[src/rtl/rom_arb_pkg.sv]
// Shared constants and helpers for the round-robin ROM arbiter.
// Optional requester locking is enabled with the ROM_ARB_LOCK_EN macro.
package rom_arb_pkg;

    // Clock edges between a grant and its response on rsp_*.
    localparam int RSP_LATENCY = 1;

    // ID width: $clog2 would give 0 for a single requester, so the result is clamped to 1.
    function automatic int clog2_min1(input int n);
        return (n <= 2) ? 1 : $clog2(n);
    endfunction

endpackage

[src/rtl/rr_pick.sv]
// Combinational round-robin picker: rotate the valid vector by ptr, take the
// lowest set bit, then rotate the result back to an absolute requester index.
module rr_pick #(
    parameter int N    = 4,
    parameter int ID_W = 2
) (
    input  logic [N-1:0]    i_valid,
    input  logic [ID_W-1:0] i_ptr,
    output logic [N-1:0]    o_gnt,
    output logic [ID_W-1:0] o_idx,
    output logic            o_any
);

    localparam logic [ID_W:0] N_W = (ID_W+1)'(N);

    logic [2*N-1:0]  w_dbl;
    logic [N-1:0]    w_rot;
    logic [ID_W-1:0] w_off;
    logic [ID_W:0]   w_sum;

    // Doubling the vector turns the wrap-around rotate into a plain part-select.
    assign w_dbl = {i_valid, i_valid};
    assign w_rot = w_dbl[{1'b0, i_ptr} +: N];

    // NOTE: every signal written here gets a default first, so no path leaves
    // a value unassigned and no latch is inferred.
    always_comb begin
        w_off = '0;
        o_any = 1'b0;
        for (int j = N - 1; j >= 0; j--) begin
            if (w_rot[j]) begin
                w_off = ID_W'(j);
                o_any = 1'b1;
            end
        end
    end

    assign w_sum = {1'b0, i_ptr} + {1'b0, w_off};
    assign o_idx = (w_sum >= N_W) ? ID_W'(w_sum - N_W) : ID_W'(w_sum);
    assign o_gnt = o_any ? (N'(1) << o_idx) : '0;

endmodule

[src/rtl/rom_rr_arbiter.sv]
// Round-robin arbiter sharing one 1-cycle-latency ROM between NUM_REQ clients.
// Define ROM_ARB_LOCK_EN to add req_lock, letting a winner keep the grant.
module rom_rr_arbiter
    import rom_arb_pkg::*;
#(
    parameter int NUM_REQ = 4,
    parameter int WIDTH   = 8,
    parameter int DEPTH   = 16,
    parameter int ADDR_W  = $clog2(DEPTH),
    parameter int ID_W    = clog2_min1(NUM_REQ)
) (
    input  logic                      clk,
    input  logic                      rst,
    input  logic [NUM_REQ-1:0]        req_valid,
    input  logic [NUM_REQ*ADDR_W-1:0] req_addr,
`ifdef ROM_ARB_LOCK_EN
    input  logic [NUM_REQ-1:0]        req_lock,
`endif
    output logic [NUM_REQ-1:0]        req_ready,
    output logic [ADDR_W-1:0]         rom_addr,
    input  logic [WIDTH-1:0]          rom_data,
    output logic                      rsp_valid,
    output logic [ID_W-1:0]           rsp_id,
    output logic [WIDTH-1:0]          rsp_data
);

    logic [ID_W-1:0]    r_ptr;
    logic [ADDR_W-1:0]  r_last_addr;
    logic               r_rsp_valid;
    logic [ID_W-1:0]    r_rsp_id;

    logic [ADDR_W-1:0]  w_addr_arr [NUM_REQ];
    logic [NUM_REQ-1:0] w_pick_gnt;
    logic [ID_W-1:0]    w_pick_idx;
    logic               w_pick_any;
    logic [NUM_REQ-1:0] w_gnt;
    logic [ID_W-1:0]    w_idx;
    logic               w_any;
    logic               w_adv;
    logic [ID_W-1:0]    w_ptr_nxt;

    always_comb begin
        for (int i = 0; i < NUM_REQ; i++) begin
            w_addr_arr[i] = req_addr[i*ADDR_W +: ADDR_W];
        end
    end

    rr_pick #(
        .N    (NUM_REQ),
        .ID_W (ID_W)
    ) u_pick (
        .i_valid (req_valid),
        .i_ptr   (r_ptr),
        .o_gnt   (w_pick_gnt),
        .o_idx   (w_pick_idx),
        .o_any   (w_pick_any)
    );

`ifdef ROM_ARB_LOCK_EN
    logic            r_lock;
    logic [ID_W-1:0] r_lock_id;
    logic            w_hold;

    // A held lock only survives while its owner keeps requesting.
    assign w_hold = r_lock && req_valid[r_lock_id];

    always_comb begin
        w_gnt = '0;
        w_idx = '0;
        w_any = 1'b0;
        if (!rst) begin
            if (w_hold) begin
                w_gnt = NUM_REQ'(1) << r_lock_id;
                w_idx = r_lock_id;
                w_any = 1'b1;
            end else begin
                w_gnt = w_pick_gnt;
                w_idx = w_pick_idx;
                w_any = w_pick_any;
            end
        end
    end

    assign w_adv = w_any && !req_lock[w_idx];

    always_ff @(posedge clk) begin
        if (rst) begin
            r_lock    <= 1'b0;
            r_lock_id <= '0;
        end else if (w_any) begin
            r_lock    <= req_lock[w_idx];
            r_lock_id <= w_idx;
        end else begin
            r_lock    <= 1'b0;
        end
    end
`else
    always_comb begin
        w_gnt = '0;
        w_idx = '0;
        w_any = 1'b0;
        if (!rst) begin
            w_gnt = w_pick_gnt;
            w_idx = w_pick_idx;
            w_any = w_pick_any;
        end
    end

    assign w_adv = w_any;
`endif

    assign w_ptr_nxt = (w_idx == ID_W'(NUM_REQ - 1)) ? '0 : w_idx + 1'b1;

    // NOTE: state registers use non-blocking assignments so every flop samples
    // the pre-edge values, independent of statement order.
    always_ff @(posedge clk) begin
        if (rst) begin
            r_ptr       <= '0;
            r_last_addr <= '0;
            r_rsp_valid <= 1'b0;
            r_rsp_id    <= '0;
        end else begin
            r_rsp_valid <= w_any;
            if (w_any) begin
                r_rsp_id    <= w_idx;
                r_last_addr <= w_addr_arr[w_idx];
            end
            if (w_adv) begin
                r_ptr <= w_ptr_nxt;
            end
        end
    end

    // Idle cycles replay the last address so the ROM input does not toggle.
    assign req_ready = w_gnt;
    assign rom_addr  = w_any ? w_addr_arr[w_idx] : r_last_addr;
    assign rsp_valid = r_rsp_valid && !rst;
    assign rsp_id    = rst ? '0 : r_rsp_id;
    assign rsp_data  = rom_data;

endmodule

[config.mk]
export PLATFORM = sky130hd
export DESIGN_NAME = rom_rr_arbiter
export DESIGN_NICKNAME = d
export VERILOG_FILES = /design/src/rtl/rom_arb_pkg.sv /design/src/rtl/rr_pick.sv /design/src/rtl/rom_rr_arbiter.sv
export SDC_FILE = /design/constraint.sdc
export NUM_CORES = 1
export LEC_CHECK = 0
export ABC_CLOCK_PERIOD_IN_PS = 6000
export BUFFER_PORTS_ARGS = -buffer_cell sky130_fd_sc_hd__buf_2
export CORE_MARGIN = 2
export CORE_UTILIZATION = 47
export CTS_CLUSTER_SIZE = 16
export DETAILED_ROUTE_END_ITERATION = 10
export PLACE_DENSITY_LB_ADDON = 0.1
export RECOVER_POWER = 50
export SYNTH_ARGS = -nofsm -noshare
export SYNTH_HDL_FRONTEND = slang
export SYNTH_HIERARCHICAL = 1
export SYNTH_SLANG_ARGS = --single-unit
export TNS_END_PERCENT = 5
[constraint.sdc]
create_clock -name clk -period 6 [get_ports clk]
set_input_delay 1.8 -clock clk [delete_from_list [all_inputs] [get_ports clk]]
set_output_delay 1.8 -clock clk [all_outputs]
set_load 0.01 [all_outputs]
* Word level (Yosys, flattened, before mapping)
Cells that the tools add are included.
** Storage, ports and cells
- Logic and storage cells :: 34
- Output and inout bits :: 19
- Latch bits :: 0
- Memories :: 0
- Bits in read-only memories :: 0
- Input port bits :: 30
- Register bits after elaboration :: 9
- Memory bits (writable) :: 0
** Operators by class
- Order comparisons :: 2
- Bitwise logic cells :: 1
- Reductions and logical operators :: 2
- Divide/modulo/power cells :: 0
- Multiply operators :: 0
- Shift operators :: 2
- $add $sub $neg :: 3
- Equal/unequal tests :: 1
- Mux-type cells :: 19
** Operators with widths (count)
- $mux 4 :: 5
- $mux 2 :: 8
- $bmux 4 s2 :: 1
- $shiftx 8x3->4 :: 1
- $ge 3x3->1 const B :: 2
- $mux 1 :: 5
- $shl 1x2->4 const A :: 1
- $add 2x2->3 :: 1
- $not 2->3 :: 1
- $add 2x1->2 const B :: 1
- $eq 2x2->1 const B :: 1
- $sub 2x1->2 const B :: 1
- $logic_and 1x1->1 :: 1
- $logic_not 1->1 :: 1

* Longest topological paths before layout
- Depth in word-level cells :: 14
- Depth in mapped cells :: 11
- Depth with buffers taken out :: 9

* Hierarchy
Netlist, hierarchy kept.
** Modules (own cells, without submodules)
- rom_rr_arbiter :: area each 625.6 sq um, seq. area each 180.2 sq um, cells each 64, times used 1
- rr_pick :: area each 261.5 sq um, seq. area each 0.0 sq um, cells each 38, times used 1

* Least setup slack after synthesis
No wires, ideal clock.
- Path type :: input to output
- Start :: input port req_valid[0]
- End :: output port rom_addr[1]
- Stages on the path :: 10
- Path slack :: 568 ps
- Arrival :: 3632 ps
- Cell sequence :: inv_1 o21ai_0 a21oi_1 o31a_1 ha_1 xnor2_1 xnor2_1 and3b_1 buf_6 a222oi_1
** On the way
- Longest elaborated chain between the ends :: 14
- Elaborated cells between the ends (all ways) :: 20
** Ends and longest elaborated chain
- from (decl) :: RTL line rom_rr_arbiter.sv:14 : input logic [NUM_REQ-1:0] req_valid,
- $shiftx 8x3->4 (*) :: RTL line rr_pick.sv:23 : assign w_rot = w_dbl[{1'b0, i_ptr} +: N];
- $mux 2 (3 in series) :: RTL line rr_pick.sv:31 : if (w_rot[j]) begin
- $mux 2 (*) :: RTL line rr_pick.sv:31
- $add 2x2->3 (*) :: RTL line rr_pick.sv:38 : assign w_sum = {1'b0, i_ptr} + {1'b0, w_off};
- $ge 3x3->1 or $sub 2x1->2 (tied branches) :: RTL line rr_pick.sv:39 : assign o_idx = (w_sum >= N_W) ? ID_W'(w_sum - N_W) : ID_W'(w_sum);
- $mux 2 (*) :: RTL line rr_pick.sv:39
- via w_pick_idx[1] :: RTL line rom_rr_arbiter.sv:34 : logic [ID_W-1:0] w_pick_idx;
- $mux 2 (*) :: RTL line rom_rr_arbiter.sv:102 : if (!rst) begin
- $not 2->3 (implied by the code) (*) :: RTL line rom_rr_arbiter.sv:136 : assign rom_addr = w_any ? w_addr_arr[w_idx] : r_last_addr;
- $bmux 4 s2 (*) :: RTL line rom_rr_arbiter.sv:136
- $mux 4 (implied by the code) (*) (2 in series) :: RTL line rom_rr_arbiter.sv:136
- $mux 4 (*)
- to (decl) :: RTL line rom_rr_arbiter.sv:20 : output logic [ADDR_W-1:0] rom_addr,
Mark *: on every way through the listed nets, which the timed path passes. The rest lies on a longest branch. The select of a mux whose other input is x is not followed.

* Worst setup path after layout
- Start :: input port req_valid[0]
- End :: output port rom_addr[3]
The elaborated chain is that of the path after synthesis.

==> run_results.csv <==
group,metric,value,unit
timing,report.final.slew_viol_count,0,
global_routing,antenna_found_initial,0,
synthesis,syn_area_per_cell,8.70,µm²
global_routing,grt_max_degree,18,
timing,finalCritPeriodShare,0.961,
timing,fin_tns_setup,0,ns
setup_path,crit_slowest_cell,"and3b_1",
floorplanning,core,0.00175,mm²
route,vias,778,
layout,area_growth,13.7,%
place,dpl.hpwl,1.32,mm
global_routing,grt_pass1_wl,2.82,mm
timing,rsz0062_at_grt,"false",
timing,hold_violations,0,
layout,fin_nets,156,
cts,cts_made_buffers,3,
cts,clkLatencyLatePin,0.25,ns
synthesis,synth_seq_cells,9,
setup_path,worstSetupStartpointType,"input pin",
global_routing,grt_usage,0.173,
synthesis,synth_edf_count,0,
route,drtIter0Drc,11,
synthesis,synth_top_area_frac,0.203,
setup_path,critical_path_peak_fanout,8,
floorplanning,die_area,0.00225,mm²
timing,layout_min_cycle_time,5.77,ns
cts,clock-root-buffer,"clkbuf_4",
layout,fillers,172,
cts,ctsHoldBuffers,0,
route,drt-vias-per-instance,5.22,
synthesis,ys_seq_area_frac,0.203,
setup_path,reg2reg_depth,9,
route,first_pass_iters,4,
synthesis,synth_area_leader_cell,"dfxtp_1",
floorplanning,die_w,47.4,µm
timing,skew,0.00122,ns
global_routing,grt_pass1_vias,676,
setup_path,arrival,3.97,ns
floorplanning,start_util,0.508,
global_routing,grt-ovfl-total,0,
setup_path,crit_path_end,"rom_addr[3]",
synthesis,synthArstFlopShare,0,
power,power,470,µW
place,place_worst_setup_slack,0.0900,ns
power,peakVddDrop,227,µV
timing,clock.fmax,173,MHz
cts,clock-sinks,9,
synthesis,synth_ff_type,"dfxtp_1",
setup_path,slowest_delay,0.43,ns
power,p_leak,0.480,nW
synthesis,synthTopCellsByCount,"14 x mux2i_1, 9 x buf_4, 9 x dfxtp_1",
setup_path,critical_path_required,4.20,ns
layout,drive_above_1_share,0.331,
setup_path,r2r_slack,3.54,ns
route,wirelength,1.72,mm
timing,relSlewSlack,0.625,
synthesis,yosysUniqueCellTypes,32,
floorplanning,rows,15,
flow_run,drv_cap,0,
min_path,hold_path_class,"reg -> reg",
synthesis,synthCells,102,
setup_path,worstSetupPathType,"in -> out",
layout,n_antenna_cell,0,
outcome,status,"complete, no violations",
setup_path,path_cells,"buf_2 > inv_1 > o21ai_0 > a21oi_1 > o31a_1 > ha_1 > xnor2_2 > xnor2_2 > and3b_1 > a222oi_1 > buf_2",
timing,tightest_slew,0.562,ns
route,wire_per_inst,11.5,µm
floorplanning,die_h,47.4,µm
timing,fin_ws,0.233,ns
cts,path_clk_slew,0.06,ns
timing,setup_violations,0,
setup_path,end_kind,"output pin",
cts,cts_htree_levels,1,
synthesis,synth.area.top_cells,"dfxtp_1 20%, mux2i_1 16%, buf_4 7.6%",
setup_path,worstReg2RegEnd,"r_last_addr[0]",
synthesis,ys_warn_count,6,
place,gp_congestion,0.841,
setup_path,r2r-start,"r_ptr[1]",
place,portBuffers,32,
cts,ctsLongestPathBuffers,2,
synthesis,syn_area,887,µm²
cts,cts_tree,"yes",
synthesis,yosysMostFrequentCell,"mux2i_1",
synthesis,synth_nets,133,
floorplanning,io_pins,49,
setup_path,worstSetupStartpoint,"req_valid[0]",
route,ant_nets,0,
route,route.detailed.drc,0,
power,p_per_area,466,mW/mm²
## kinds of logic after synthesis
kind of cell,Yosys count,share of synthesized area
xor gates and xnor gates,4,0.0395
adders and majority gates,1,0.0141
buffers and inverters,22,0.158
DFF,9,0.203
and+or+nand+nor,29,0.186
AOI/OAI and AO/OA,22,0.228
muxes,15,0.171
## per-layer routing
metal | up-vias | wire, µm | GRT usage | part of all wire
li1 | 407 | - | - | -
met4 | 0 | 13 | 0.0667 | 0.0076
met1 | 337 | 770 | 0.229 | 0.45
met5 | - | 0 | 0 | 0
met2 | 32 | 809 | 0.281 | 0.47
met3 | 2 | 125 | 0.0302 | 0.073
## cell usage in the layout (no fill, tap or decap), types with 3 or more instances in the layout
cell	Yosys	layout
a222oi_1	4	4
buf_2	1	31
clkbuf_4	0	3
dfxtp_1	9	9
inv_1	8	8
mux2i_1	14	14
nand2_1	5	5
nand2b_1	4	4
nor2_1	6	6
nor2b_1	8	8
o21bai_1	4	4
## worst min path at each step
stage	from	to	slack (ns)	cells after the start
finish	r_rsp_id[1]	r_rsp_id[1]	0.49	2
detailed placement	r_rsp_id[1]	r_rsp_id[1]	0.49	2
global route	r_rsp_id[1]	r_rsp_id[1]	0.55	2
floorplan	r_rsp_id[1]	r_rsp_id[1]	0.45	2
global placement	r_rsp_id[1]	r_rsp_id[1]	0.49	2
CTS	r_rsp_id[1]	r_rsp_id[1]	0.50	2
## final cells by class
type	count	area, µm²	area share
clock buffer	4	26.3	0.0261
multi-input combinational	71	582	0.577
sequential	9	180	0.179
tap	25	31.3	0.0310
timing repair buffer	32	159	0.158
inverter	8	30.0	0.0298
## state kept, by name, indices dropped and copies added (netlist names)
register / flops
r_ptr: 2
r_rsp_valid: 1
r_rsp_id: 2
r_last_addr: 4
## per-stage QoR
step	area [µm²]	hold slack (ns)	std cells	util
4_1_cts	995	0.502	149	0.570
5_1_grt	1010	0.549	149	0.578
2_1_floorplan	887	0.452	102	-
3_3_place_gp	968	0.490	145	0.555
6_report	1010	0.493	149	0.578
3_5_place_dp	968	0.487	145	0.555
## worst max-delay path: cells and delay by family
family	cells	cell delay, ns
xor gates and xnor gates	2	0.48
buffers and inverters	3	0.37
adders and majority gates	1	0.23
AOI/OAI and AO/OA	4	0.65
and+or+nand+nor	1	0.43
## power breakdown
| group | leakage [nW] | total, mW | internal, mW | switching (mW) |
|---|---|---|---|---|
| registers | 0.0754 | 0.103 | 0.0826 | 0.0206 |
| clock network | 0.0150 | 0.0450 | 0.0255 | 0.0195 |
| logic | 0.390 | 0.322 | 0.155 | 0.167 |
## what timing repair did
action                     CTS  global route
gates resized for setup      0             3
setup endpoints to repair    0             4
setup buffers                0             0
Note: power is estimated with default switching activity, not from simulation.
